`src/rtl/ahb_lite_master.sv`:
```
// ahb_lite_master: single-transfer AHB-Lite master; one command in, one non-pipelined bus transfer, one response out.
module ahb_lite_master (
  input  logic        HCLK,
  input  logic        HRESET,
  input  logic        cmd_valid,
  output logic        cmd_ready,
  input  logic        cmd_write,
  input  logic [31:0] cmd_addr,
  input  logic [31:0] cmd_wdata,
  input  logic [2:0]  cmd_size,
  output logic        rsp_valid,
  output logic [31:0] rsp_rdata,
  output logic        rsp_error,
  output logic [31:0] HADDR,
  output logic [31:0] HWDATA,
  output logic        HWRITE,
  output logic [1:0]  HTRANS,
  output logic [2:0]  HSIZE,
  output logic [2:0]  HBURST,
  input  logic [31:0] HRDATA,
  input  logic        HREADY,
  input  logic        HRESP
);
  typedef enum logic [1:0] {IDLE, ADDR, DATA, RESP} state_t;
  state_t state, state_nx;
  logic        r_write;
  logic [31:0] r_addr, r_wdata;
  logic [2:0]  r_size;
  logic        hs, illegal;
  logic [31:0] lane;
  assign hs      = cmd_valid & cmd_ready;
  assign illegal = (cmd_size > 3'd2) | ((cmd_size == 3'd1) & cmd_addr[0]) | ((cmd_size == 3'd2) & (|cmd_addr[1:0]));
  assign lane    = (r_size == 3'd0) ? {24'b0, HRDATA[{r_addr[1:0], 3'b000} +: 8]} :
                   (r_size == 3'd1) ? {16'b0, HRDATA[{r_addr[1], 4'b0000} +: 16]} : HRDATA;
  always_ff @(posedge HCLK or posedge HRESET) begin
    if (HRESET) state <= IDLE;
    else        state <= state_nx;
  end
  always_comb begin
    state_nx = state;
    case (state)
      IDLE: state_nx = hs ? (illegal ? RESP : ADDR) : IDLE;
      ADDR: state_nx = HREADY ? DATA : ADDR;
      DATA: state_nx = HREADY ? RESP : DATA;
      RESP: state_nx = IDLE;
    endcase
  end
  // Illegal commands produce their error response at the handshake edge; legal ones at the final data cycle.
  always_ff @(posedge HCLK or posedge HRESET) begin
    if (HRESET) begin
      r_write   <= 1'b0;
      r_addr    <= '0;
      r_wdata   <= '0;
      r_size    <= '0;
      rsp_rdata <= '0;
      rsp_error <= 1'b0;
    end else begin
      if (hs) begin
        r_write <= cmd_write;
        r_addr  <= cmd_addr;
        r_wdata <= cmd_wdata;
        r_size  <= cmd_size;
      end
      if (hs & illegal) begin
        rsp_error <= 1'b1;
        rsp_rdata <= '0;
      end
      if ((state == DATA) & HREADY) begin
        rsp_error <= HRESP;
        rsp_rdata <= (HRESP | r_write) ? 32'h0 : lane;
      end
    end
  end
  assign cmd_ready = (state == IDLE) & ~HRESET;
  assign rsp_valid = (state == RESP);
  assign HTRANS    = (state == ADDR) ? 2'b10 : 2'b00;
  assign HADDR     = (state == ADDR) ? r_addr : 32'h0;
  assign HWRITE    = (state == ADDR) & r_write;
  assign HSIZE     = (state == ADDR) ? r_size : 3'd0;
  assign HBURST    = 3'b000;
  assign HWDATA    = ((state == DATA) & r_write) ?
                     ((r_size == 3'd0) ? {4{r_wdata[7:0]}} : (r_size == 3'd1) ? {2{r_wdata[15:0]}} : r_wdata) : 32'h0;
endmodule

```
`config.mk`:
```
export PLATFORM = sky130hd
export DESIGN_NAME = ahb_lite_master
export DESIGN_NICKNAME = d
export VERILOG_FILES = /design/src/rtl/ahb_lite_master.sv
export SDC_FILE = /design/constraint.sdc
export NUM_CORES = 1
export LEC_CHECK = 0
export BUFFER_PORTS_ARGS = -buffer_cell sky130_fd_sc_hd__buf_4
export CORE_MARGIN = 10
export CORE_UTILIZATION = 35
export DETAILED_ROUTE_END_ITERATION = 12
export HOLD_SLACK_MARGIN = 0.02
export SLEW_MARGIN = 20
export SYNTH_ARGS = -nofsm -noshare
export SYNTH_HDL_FRONTEND = slang
export SYNTH_SLANG_ARGS = --single-unit
```
`constraint.sdc`:
```
create_clock -name HCLK -period 2.95 [get_ports HCLK]
set_input_delay 0 -clock HCLK [delete_from_list [all_inputs] [get_ports HCLK]]
set_output_delay 0 -clock HCLK [all_outputs]
set_load 0.02 [all_outputs]
```
==> impl_metrics.tcl <==
set metrics [dict create \
    clock_skew_ns 0.00695 \
    core-area_sq_um 14400 \
    critPathMaxFanout 24 \
    cellPowerDensity_nw_per_um2 903 \
    drt_iter0_markers 225 \
    leakagePower_nw 3.81 \
    cp.arrival_ns 2.31 \
    dp_hpwl_microns 13400 \
    slowest_delay_ns 0.71 \
    drv_slew 0 \
    synth_edf_count 0 \
    grt_max_degree 49 \
    path_class "reg -> out" \
    ys_ff_latch 103 \
    area_growth_pct 60.4 \
    die-area_sq_um 19900 \
    htree_num_levels 3 \
    period_needed_ns 2.31 \
    gp_congestion 0.846 \
    die_w_microns 141 \
    cts_setup_buffers 0 \
    switching_share_pct 39.3 \
    endpoint_kind "output port" \
    max_cap_violations 0 \
    switchingPower_mw 2.91 \
    synth.distinct_cells 33 \
    r2r_cells 3 \
    tightest_slew_ns 0.884 \
    avgSynthCellArea_sq_um 11.8 \
    routed_via_density 5.13 \
    p_int_mw 4.51 \
    slowest_stage "dfrtp_1" \
    ys.flop_type "dfrtp_1" \
    finalSetupViolCount 0 \
    hold_depth 3 \
    worstSkewPairLatency_ns 0.36 \
    holdWs_ns 0.0158 \
    yosys.area.top_type_share_pct 50.3 \
    cp-start-kind "flip-flop" \
    cts-resized-gates 0 \
    peakVddDrop_mv 0.463 \
    first_pass_iters 4 \
    rows 44 \
    cts.hold.buffers_added 101 \
    wirelength_microns 18900 \
    grt_pass1_vias 5137 \
    initial_core_util_pct 35.5 \
    yosys.area.top_type "dfrtp_1" \
    routedWlPerCell_microns 20.4 \
    worstHoldPathType "in -> reg" \
    yosys_warnings 0 \
    maxClockFrequency_ghz 0.434 \
    rsz0062_at_grt "false" \
    clockPowerShare_pct 16.8 \
    drive_gt1_share_pct 43.6 \
    worstPathRequired_ns 2.95 \
    syn_inst 433 \
    ant_nets 0 \
    ioPinCount 213 \
    dp_worst_setup_slack_ns 0.857 \
    run_status "complete, no violations" \
    cts_root_buffer "clkbuf_16" \
    vias 4752 \
    synth_area_leaders "dfrtp_1 (50%), mux2_2 (15%), mux2i_1 (4.7%)" \
    power_frac_comb_pct 46.7 \
    path_cells "nand2_1 -> a21oi_1 -> buf_4" \
    antenna_found_initial 4 \
    path_clk_slew_ns 0.07 \
    synth_area_sq_um 5120 \
    grt_overflow_total 0 \
    drc 0 \
    cts_sinks 103 \
    min_period_over_period_pct 78.2 \
    final.setup.worst_slack_ns 0.644 \
    grtUsageTotal_pct 18.3 \
    layout.nets 837 \
    finalHoldViolations 0 \
    ys_seq_area_share_pct 50.3 \
    die_h_microns 141 \
    cts_tree "built" \
    clockBufferDepth 2 \
    port_buffers 208 \
    grt_pass1_wl_microns 28800 \
    synthArstFlopShare_pct 100 \
    tns_ns 0 \
    finalPower_mw 7.42 \
    power_frac_seq_pct 36.5 \
    max-slew-margin-rel_pct 41.0 \
    cts_buffers 9 \
]
final timing paths:
kind | from | endpoint | slack [ns]
max in group asynchronous | HRESET | r_addr[20] | 1.89
worst max register to register | r_size[0] | rsp_rdata[0] | 0.86
worst min register to register | r_addr[27] | r_addr[27] | 0.50
min in group asynchronous | HRESET | r_addr[26] | 0.32
worst max-delay path | r_write | HWDATA[18] | 0.64
worst min-delay path | HRDATA[6] | rsp_rdata[6] | 0.02
Yosys cell counts, drive strengths merged, types with 2 or more instances:
master / n
mux2i: 24
mux2: 68
nor2b: 2
o22ai: 8
inv: 3
buf: 20
a21oi: 17
o221ai: 8
and2: 37
nand2: 51
and3: 8
nand3b: 2
nand4b: 8
or3: 2
nor2: 9
nor3: 2
mux4: 8
a211oi: 8
a32o: 16
clkbuf: 18
nor4bb: 2
dfrtp: 103
per-stage QoR:
step	util, %	cell area [sq um]	cells
CTS	56.9	8200	921
global placement	47.7	6870	804
floorplan	-	5130	436
finish	57.0	8220	926
detailed placement	47.7	6880	804
global route	57.0	8220	926
final cells by class:
| type | instances | area [sq um] |
|---|---|---|
| Fill cell | 1190 | 6210 |
| Timing Repair Buffer | 323 | 2680 |
| Sequential cell | 103 | 2580 |
| Multi-Input combinational cell | 292 | 2400 |
| Clock buffer | 12 | 256 |
| Tap cell | 184 | 230 |
| Clock inverter | 4 | 52.6 |
| Inverter | 3 | 13.8 |
| Antenna cell | 5 | 12.5 |
metal layers:
metal  track usage, %  part of all wire (%)  vias to the layer above
li1                 -                     -                     2170
met1             20.7                    40                     2338
met2             30.2                    50                      192
met3             5.54                   6.1                       52
met4             10.1                   4.0                        0
met5                0                     0                        -
power groups by stage:
stage / combinational [mW] / sequential [mW] / clock (mW)
after detailed placement: 3.35 / 2.71 / 0
after floorplan: 2.03 / 2.62 / 0
after CTS: 3.48 / 2.70 / 1.29
final: 3.47 / 2.71 / 1.25
after global routing: 3.72 / 2.80 / 1.34
after global placement: 3.31 / 2.67 / 0
state kept, by name (all words and copies together) (netlist names):
| register | cells |
|---|---|
| r_size | 3 |
| state | 2 |
| r_addr | 32 |
| rsp_error | 1 |
| rsp_rdata | 32 |
| r_wdata | 32 |
| r_write | 1 |
layout by cell type (no fill, tap or decap), types with 8 or more instances in the layout:
master,n
a211oi_1,8
a21oi_1,17
a32o_1,16
and2_1,37
and3_1,8
buf_4,222
clkbuf_16,9
dfrtp_1,103
dlygate4sd3_1,101
mux2_2,68
mux2i_1,24
mux4_2,8
nand2_1,51
nand4b_1,8
nor2_1,9
o221ai_1,8
o22ai_1,8
worst max-delay path: cells and delay by family (launching register included):
kind | cells | cell delay [ns]
flops | 1 | 0.71
compound gates | 1 | 0.42
simple gates | 1 | 0.61
buf+inv | 1 | 0.21
logic make-up (layout without fill, tap and decap cells):
| group | after synthesis | after routing | synth area share [%] |
|---|---|---|---|
| mux | 100 | 100 | 23.2 |
| compound gates | 62 | 62 | 9.24 |
| simple gates | 126 | 126 | 13.5 |
| flops | 103 | 103 | 50.3 |
| other cells | 1 | 9 | 0.0732 |
| buf+inv | 41 | 342 | 3.74 |
No activity file was read; power rests on OpenSTA's default activity.
